==> src/rtl/calc_pkg.sv <==
// Shared encodings for the calculator operand sequencer: FSM states, display stage
// codes and opcode values.
package calc_pkg;

    typedef enum logic [2:0] {
        StIdleA,
        StLoadA,
        StWaitB,
        StLoadB,
        StWaitOp,
        StLoadOp,
        StStart,
        StWaitDone
    } state_t;

    localparam logic [1:0] STAGE_A    = 2'd0;
    localparam logic [1:0] STAGE_B    = 2'd1;
    localparam logic [1:0] STAGE_OP   = 2'd2;
    localparam logic [1:0] STAGE_CALC = 2'd3;

    localparam logic [1:0] OP_ADD = 2'd0;
    localparam logic [1:0] OP_SUB = 2'd1;
    localparam logic [1:0] OP_AND = 2'd2;
    localparam logic [1:0] OP_OR  = 2'd3;

    function automatic logic [1:0] stage_of(input state_t s);
        logic [1:0] r;
        r = STAGE_A;
        unique case (s)
            StIdleA, StLoadA:    r = STAGE_A;
            StWaitB, StLoadB:    r = STAGE_B;
            StWaitOp, StLoadOp:  r = STAGE_OP;
            StStart, StWaitDone: r = STAGE_CALC;
            default:             r = STAGE_A;
        endcase
        return r;
    endfunction

endpackage

==> src/rtl/btn_debounce.sv <==
// Two-flop synchronizer plus counter debounce; press is a one-cycle pulse on the
// rising edge of the debounced level.
module btn_debounce #(
    parameter int unsigned DEBOUNCE_CYCLES = 16
) (
    input  logic clk,
    input  logic rst,
    input  logic btn,
    output logic press
);

    localparam int unsigned CW = $clog2(DEBOUNCE_CYCLES + 1);

    logic          sync1_q, sync2_q, level_q, press_q;
    logic [CW-1:0] cnt_q;

    always_ff @(posedge clk) begin
        if (rst) begin
            sync1_q <= 1'b0;
            sync2_q <= 1'b0;
            level_q <= 1'b0;
            press_q <= 1'b0;
            cnt_q   <= '0;
        end else begin
            sync1_q <= btn;
            sync2_q <= sync1_q;
            press_q <= 1'b0;
            if (sync2_q == level_q) begin
                cnt_q <= '0;
            end else if (cnt_q == CW'(DEBOUNCE_CYCLES - 1)) begin
                // This sample is the last of the required run of differing samples.
                level_q <= ~level_q;
                press_q <= ~level_q;
                cnt_q   <= '0;
            end else begin
                cnt_q <= cnt_q + CW'(1);
            end
        end
    end

    assign press = press_q;

endmodule

==> src/rtl/calc_operand_sequencer.sv <==
// Operand entry sequencer: loads A, B and opcode from the switches on ENTER presses,
// then starts the ALU and waits for done or a timeout.
module calc_operand_sequencer
    import calc_pkg::*;
#(
    parameter int unsigned DEBOUNCE_CYCLES = 16,
    parameter int unsigned TIMEOUT_CYCLES  = 255
) (
    input  logic       clk,
    input  logic       rst,
    input  logic [7:0] sw,
    input  logic       btn_enter,
    input  logic       btn_clear,
    input  logic       alu_done,
    output logic [7:0] data_bus,
    output logic       en_a,
    output logic       en_b,
    output logic       en_op,
    output logic       start,
    output logic       busy,
    output logic       err,
    output logic [1:0] stage
);

    localparam int unsigned TW = $clog2(TIMEOUT_CYCLES + 1);

    logic          enter_press, clear_press;
    state_t        state_q, state_d;
    logic [7:0]    hold_q, hold_d;
    logic [TW-1:0] tcnt_q, tcnt_d;
    logic          clr_pend_q, clr_pend_d;

    btn_debounce #(.DEBOUNCE_CYCLES(DEBOUNCE_CYCLES)) u_db_enter (
        .clk   (clk),
        .rst   (rst),
        .btn   (btn_enter),
        .press (enter_press)
    );

    btn_debounce #(.DEBOUNCE_CYCLES(DEBOUNCE_CYCLES)) u_db_clear (
        .clk   (clk),
        .rst   (rst),
        .btn   (btn_clear),
        .press (clear_press)
    );

    always_ff @(posedge clk) begin
        if (rst) begin
            state_q    <= StIdleA;
            hold_q     <= '0;
            tcnt_q     <= '0;
            clr_pend_q <= 1'b0;
        end else begin
            state_q    <= state_d;
            hold_q     <= hold_d;
            tcnt_q     <= tcnt_d;
            clr_pend_q <= clr_pend_d;
        end
    end

    always_comb begin
        state_d    = state_q;
        hold_d     = hold_q;
        tcnt_d     = tcnt_q;
        clr_pend_d = clr_pend_q;
        err        = 1'b0;
        unique case (state_q)
            StIdleA, StWaitB, StWaitOp: begin
                if (clear_press) begin
                    state_d = StIdleA;
                end else if (enter_press) begin
                    hold_d = sw;
                    unique case (state_q)
                        StIdleA: state_d = StLoadA;
                        StWaitB: state_d = StLoadB;
                        default: state_d = StLoadOp;
                    endcase
                end
            end
            StLoadA:  state_d = clear_press ? StIdleA : StWaitB;
            StLoadB:  state_d = clear_press ? StIdleA : StWaitOp;
            StLoadOp: state_d = clear_press ? StIdleA : StStart;
            StStart: begin
                // A clear arriving here is deferred to the first WAIT_DONE cycle.
                clr_pend_d = clr_pend_q | clear_press;
                tcnt_d     = '0;
                state_d    = StWaitDone;
            end
            StWaitDone: begin
                tcnt_d = tcnt_q + TW'(1);
                if (alu_done || clear_press || clr_pend_q) begin
                    state_d    = StIdleA;
                    clr_pend_d = 1'b0;
                end else if (tcnt_q == TW'(TIMEOUT_CYCLES - 1)) begin
                    err        = 1'b1;
                    state_d    = StIdleA;
                    clr_pend_d = 1'b0;
                end
            end
            default: state_d = StIdleA;
        endcase
    end

    assign data_bus = hold_q;
    assign en_a     = (state_q == StLoadA);
    assign en_b     = (state_q == StLoadB);
    assign en_op    = (state_q == StLoadOp);
    assign start    = (state_q == StStart);
    assign busy     = (state_q == StStart) || (state_q == StWaitDone);
    assign stage    = stage_of(state_q);

endmodule

==> config.mk <==
export PLATFORM = sky130hd
export DESIGN_NAME = calc_operand_sequencer
export DESIGN_NICKNAME = d
export VERILOG_FILES = /design/src/rtl/calc_pkg.sv /design/src/rtl/btn_debounce.sv /design/src/rtl/calc_operand_sequencer.sv
export SDC_FILE = /design/constraint.sdc
export NUM_CORES = 1
export LEC_CHECK = 0
export BUFFER_PORTS_ARGS = -buffer_cell sky130_fd_sc_hd__buf_2
export CORE_MARGIN = 2
export CORE_UTILIZATION = 49
export CTS_CLUSTER_DIAMETER = 30
export DETAILED_ROUTE_END_ITERATION = 8
export GPL_TIMING_DRIVEN = 0
export MAX_ROUTING_LAYER = met4
export PLACE_DENSITY = 0.78
export SLEW_MARGIN = 20
export SYNTH_ARGS = -nofsm -noshare
export SYNTH_HDL_FRONTEND = slang
export SYNTH_SLANG_ARGS = --single-unit
==> constraint.sdc <==
create_clock -name clk -period 1.6 [get_ports clk]
set_clock_uncertainty 0.05 [all_clocks]
set_input_delay 0.08 -clock clk [delete_from_list [all_inputs] [get_ports clk]]
set_output_delay 0.08 -clock clk [all_outputs]
set_load 0.01 [all_outputs]
Word-level counts from Yosys, hierarchy flattened --
Memory sizes are Yosys's and may differ from the RTL's. A register that Yosys moved wholly into a read port is not among the register bits. Index checks and enable logic that the tools add are counted.
Word-level totals: bits in registers 38, memory bits (read-only) 16, logic and storage cells 73, bits of input ports 13, memories 1
Memory list:
- (name not given) | words 8, bits a word 2, read ports 1, clocked after Yosys merged registers in 1, write ports 0, RTL line calc_pkg.sv:29 | unique case (s)
Operators by class: multiplexer cells 18, bitwise operators 8, reductions and logical operators 15, equality and inequality tests 14, add/subtract/negate cells 3
Operators by type and width (number):
- $mux W3 | 8
- $pmux W3 S6 | 1
- $pmux W8 S2 | 1
- $reduce_or A3 Y1 | 5
- $eq A3 B3 Y1 const B | 4
- $add A5 B1 Y5 const B | 2
- $eq A5 B4 Y1 const B | 2
- $add A8 B1 Y8 const B | 1
- $eq A8 B8 Y1 const B | 1
- $reduce_and A2 Y1 | 4
- $not A1 Y1 | 7
- $eq A3 B2 Y1 const B | 2
- $pmux W3 S2 | 1
- $mux W1 | 5
- $eq A3 B1 Y1 const B | 1
- $logic_not A3 Y1 | 1
- $logic_or A1 B1 Y1 | 3
- $ne A3 B1 Y1 const B | 1
- $ne A3 B3 Y1 const B | 1
- $reduce_and A3 Y1 | 1
- $eq A1 B1 Y1 | 2
- $mux W2 | 1
- $pmux W1 S2 | 1
- $reduce_bool A2 Y1 | 1
- $or A1 B1 Y1 | 1

Logic depth before layout (Yosys ltp) --
depth in word-level cells 7, depth in mapped cells 7, mapped depth without buffers 6

Cells and area by module --
From an unflattened synthesis, not the netlist that was laid out.
Second synthesis, totals: cells, all modules 173, area total of the unflattened synthesis 1627.8 um2
Modules (own cells, without submodules):
- calc_operand_sequencer | area an instance 989.7 um2, times used 1, cells an instance 115
- btn_debounce | area an instance 319.1 um2, times used 2, cells an instance 29

Worst setup path after synthesis --
OpenSTA, ideal clock, no wires.
kind reg2reg, from register u_db_clear.cnt_q[0], to register u_db_clear.cnt_q[2], data required time 1485 ps, setup slack 56 ps, setup time 65 ps, cell stages (with the launch flop) 6, data arrival time 1430 ps, clock period less this slack 1544 ps, cell sequence dfxtp_1 ha_1 and3_1 ha_1 or3_1 nor2_1
On the way: cells in the longest elaborated chain, start to end 2, elaborated cells between the ends (all ways) 3, those cells by class add/sub: 1; eq/ne: 1; reduce/logical: 1
RTL lines:
- start, declared | RTL line btn_debounce.sv:15 | logic [CW-1:0] cnt_q;
- start signal, assigned | RTL line btn_debounce.sv:36 | cnt_q <= cnt_q + CW'(1);
- parallel branches: the longest is 2 deep, another holds $add A5 B1 Y5
Several ways; the timed one is not identified. A chain may end at the register's enable or synchronous reset.

Worst setup path after layout --
from register tcnt_q[0], to output port err
On the way: cells in the longest elaborated chain, start to end 4
RTL lines:
- start, declared | RTL line calc_operand_sequencer.sv:30 | logic [TW-1:0] tcnt_q, tcnt_d;
- start signal, assigned | RTL line calc_operand_sequencer.sv:56 | tcnt_q <= tcnt_d;
- $eq A8 B8 Y1 | RTL line calc_operand_sequencer.sv:94 | end else if (tcnt_q == TW'(TIMEOUT_CYCLES - 1)) begin
- $mux W1 | RTL line calc_operand_sequencer.sv:94
- $mux W1 | RTL line calc_operand_sequencer.sv:91 | if (alu_done || clear_press || clr_pend_q) begin
- $mux W1 | RTL line calc_operand_sequencer.sv:67 | unique case (state_q)
- end, declared | RTL line calc_operand_sequencer.sv:21 | output logic err,
No other way between the ends.

==> summary.md <==
The run finished, with violations left. The checks that failed: setup timing. On the critical path, the stage with the largest delay is an instance of dfxtp_2. Sorting the synthesized cells by area gives the leading types as dfxtp_1 (49%), nor2_1 (6.9%), mux2i_1 (6.7%), ha_1 (4.6%), a21oi_1 (3.4%). The min-delay analysis places its worst path in the category in2reg.

The commonest cells after synthesis are dfxtp_1 (40), nor2_1 (30), a21oi_1 (11), mux2i_1 (11), nand3_1 (9). The logs give 0 for the number of pins exceeding their max-slew limit in the final report and 1322 for the count of vias placed by the detailed router. The logs give 0 for the number of hold-slack violations in the final timing report and 238 for the net count reported at finish. The buffer type at the clock tree root is clkbuf_4. For the residual antenna-violating net count after detailed routing, the log shows 0. TritonCTS built the clock tree. The first global-routing pass estimated 5.13 mm of wire. Walking the worst path, the cells encountered are inv_1 -> ha_1 -> nand3_1 -> or2_4 -> nor4b_2 -> buf_2. From left edge to right edge, the die measures 61.8 um.

The number of distinct standard cells referenced by the synthesized netlist came out at 34. The share of power burned in registers was 65.1%. Yosys mapped a number of flops with a built-in enable equal to 0. The area of the core came out at 3130 um2.

Once the floorplan was initialized, standard cells occupied 52.4% of the core. The run gives 0 as the number of antenna violations at the first check in global routing. Entering global routing, the biggest net connects 13 pins. The tools report the peak supply drop as 0.000634 V.

The worst setup path is captured at an output port. The leading cell type by number of instances after synthesis was dfxtp_1. For this run, the register share of the synthesized area comes to 48.9%. The commonest register cell after synthesis was dfxtp_1. The tools report the via count of the first global-routing pass as 1238. The depth of the CTS H-tree is 2, and the longest individual stage delay on the worst path is 340 ps. The I/O pin total was 29.

The number of design-rule violations left by the first detailed-router iteration is 107, and the switching share of total power is 22.3%. Data arrives at the worst endpoint at 1580 ps. The tools report the total congestion overflow after global routing as 0.

The mean area per synthesized cell was 9.47 um2. The buffer levels on the longest clock path was 2; the final worst-path cycle share was 107%. The final cell count without fillers is 263, and the flip-flop and latch count after synthesis is 40.

From synthesis to final layout, the design area changed by 26.0%. The number of placed instances, taps included, is 245. Final setup violation count: 1. In the routed design, unresolved DRC markers number 0.

STA classifies the critical path startpoint as a flip-flop. Summing all non-filler instances in the final layout gives an area of 2060 um2. Counting every sink on the clock net gives 40.

The part of the power in combinational logic is 4.1%. The number of port buffers is 28, and the power per cell area is 747 nW/um2. Final critical-path setup slack: -105 ps. The shortest period the worst path allows was 1710 ps; the required arrival time at the worst endpoint was 1470 ps. Before CTS, the worst setup slack after placement is -62.6 ps. The type of the worst setup path is reg2out. For this run, the top clock speed supported by timing is 0.586 GHz. The remaining max-slew budget at the tightest pin is 69.1%. The run gives 20 as the number of rows created at floorplan. Max-cap violations in this run came to 0. At the end of routability-driven placement, the weighted congestion stood at 0.864. The clock group share of total power was 30.7%.

In the synthesized netlist the async set-or-reset flop fraction comes to 0%. Of all nets on the critical path, the largest fanout is 2. At the later pin of the worst-skew pair, clock insertion delay measures 340 ps. Synthesis produced a netlist with a net count of 192.

The largest total area in the synthesized netlist belongs to dfxtp_1. Global routing used 19.3% of the available tracks. For the pin with the worst max-slew slack, the measured transition is 464 ps. The internal power of the cells totals 1200 uW.

The detailed placer's ending HPWL came out at 2.01 mm. In the final layout, the share of cells above drive strength 1 is 30.6%. The diode insertion count for antenna repair is 0. Synthesis produced a netlist whose cell count is 173.

The synthesized netlist occupies a cell area of 1640 um2. Setup repair after global routing could not meet its margin everywhere. The number of synthesis warnings came out at 0. The first-pass iteration count of the detailed router came out at 4.

The clock transition at the register clock pins on the worst setup and hold paths after CTS was 110 ps; the area enclosed by the die boundary was 3820 um2. The final wirelength came out at 3.03 mm. The power spent charging and discharging nets was 343 uW; the placed instance area was 1830 um2. The die is 61.8 um tall. The run gives 5 as the number of CTS-inserted buffers. Dividing the detail-routed via count by the number of cells gives 5.03. The leakage component of the power is 0.000852 uW. In the final routed layout, each cell accounts on average for 11.5 um.

Top cell type's share of synthesized area: 48.9%.
## through the flow
stage | power (uW) | hold WS (ps) | setup TNS (ps) | util, %
floorplan | 1040 | 108 | 0 | -
global placement | 1070 | 238 | -218 | 58.6
detailed placement | 1070 | 252 | -368 | 58.6
CTS | 1560 | 82.0 | -127 | 65.0
global route | 1610 | 90.3 | -229 | 66.0
finish | 1540 | 92.8 | -105 | 66.0
## critical path, delay by kind of cell (launching register included)
| kind | cells | cell delay, ps |
|---|---|---|
| fa+ha+maj | 1 | 140 |
| buf+inv | 2 | 210 |
| simple gates | 3 | 550 |
| flops | 1 | 340 |
## sequential cells by signal (all words and copies together), names as in the netlist
| register | count |
|---|---|
| data_bus | 8 |
| tcnt_q | 8 |
| u_db_clear.cnt_q | 5 |
| u_db_enter.cnt_q | 5 |
| state_q | 3 |
| stage | 2 |
| clr_pend_q | 1 |
| u_db_clear.level_q | 1 |
| u_db_clear.press | 1 |
| u_db_clear.sync1_q | 1 |
| u_db_clear.sync2_q | 1 |
| u_db_enter.level_q | 1 |
| u_db_enter.press | 1 |
| u_db_enter.sync1_q | 1 |
| u_db_enter.sync2_q | 1 |
## repair_timing
item | 4_1_cts | 5_1_grt
hold buffers | 11 | 0
setup buffers | 1 | 0
resized for setup | 12 | 18
pin swaps | 2 | 6
endpoints found under the setup margin | 13 | 16
endpoints found under the hold margin | 12 | 0
## power groups by stage
| stage | registers, uW | clock network (uW) | logic [uW] |
|---|---|---|---|
| 2_1_floorplan | 1030 | 0 | 18.2 |
| 4_1_cts | 1000 | 493 | 60.7 |
| 6_report | 1000 | 474 | 63.3 |
| 3_5_place_dp | 1030 | 0 | 39.1 |
| 3_3_place_gp | 1030 | 0 | 38.5 |
| 5_1_grt | 1010 | 537 | 69.5 |
## final timing paths
path | startpoint | to | slack [ps] | cells past startpoint
setup / recovery | tcnt_q[0] | err | -110 | 6
hold / removal | alu_done | state_q[0] | 90 | 4
setup reg to reg | u_db_enter.cnt_q[0] | u_db_enter.cnt_q[0] | 30 | 5
hold reg to reg | u_db_clear.cnt_q[0] | u_db_clear.cnt_q[0] | 380 | 1
## cells in the final DEF (no fill, tap or decap), types with 3 or more instances in the layout
cell type / instances
nand2_1: 5
nor2_1: 24
nand3_1: 9
dfxtp_1: 31
a21oi_1: 11
nor2b_1: 4
inv_1: 8
o21ai_0: 3
a211oi_1: 3
xnor2_1: 4
and3_1: 3
mux2i_1: 10
ha_2: 4
clkbuf_4: 6
or3_4: 3
dlygate4sd3_1: 11
nor2_2: 5
buf_2: 28
nor3b_1: 3
dfxtp_2: 9
## cells by family after synthesis
group,after synthesis,share of synthesized area (%)
adder cells (fa/ha/maj),6,4.58
AND/OR/NAND/NOR,69,22.0
XOR/XNOR,6,3.21
AO/OA/AOI/OAI,25,9.47
multiplexers,11,6.72
flip-flops,40,48.9
buffers and inverters,16,5.19
## cell type report
type | instances | area [um2]
inverter | 9 | 36.3
sequential | 40 | 812
fill | 249 | 1060
tap | 44 | 55.1
clock inverter | 2 | 12.5
clock buffer | 5 | 37.5
timing repair buffer | 40 | 258
multi-input combinational | 117 | 811
buffer | 6 | 42.5
## per-layer routing
layer,part of all wire (%),track usage (%)
met1,47,21.0
met2,46,32.0
met3,5.7,7.87
met4,1.4,6.38
met5,0,-
Power figures use the tool's default switching activity.
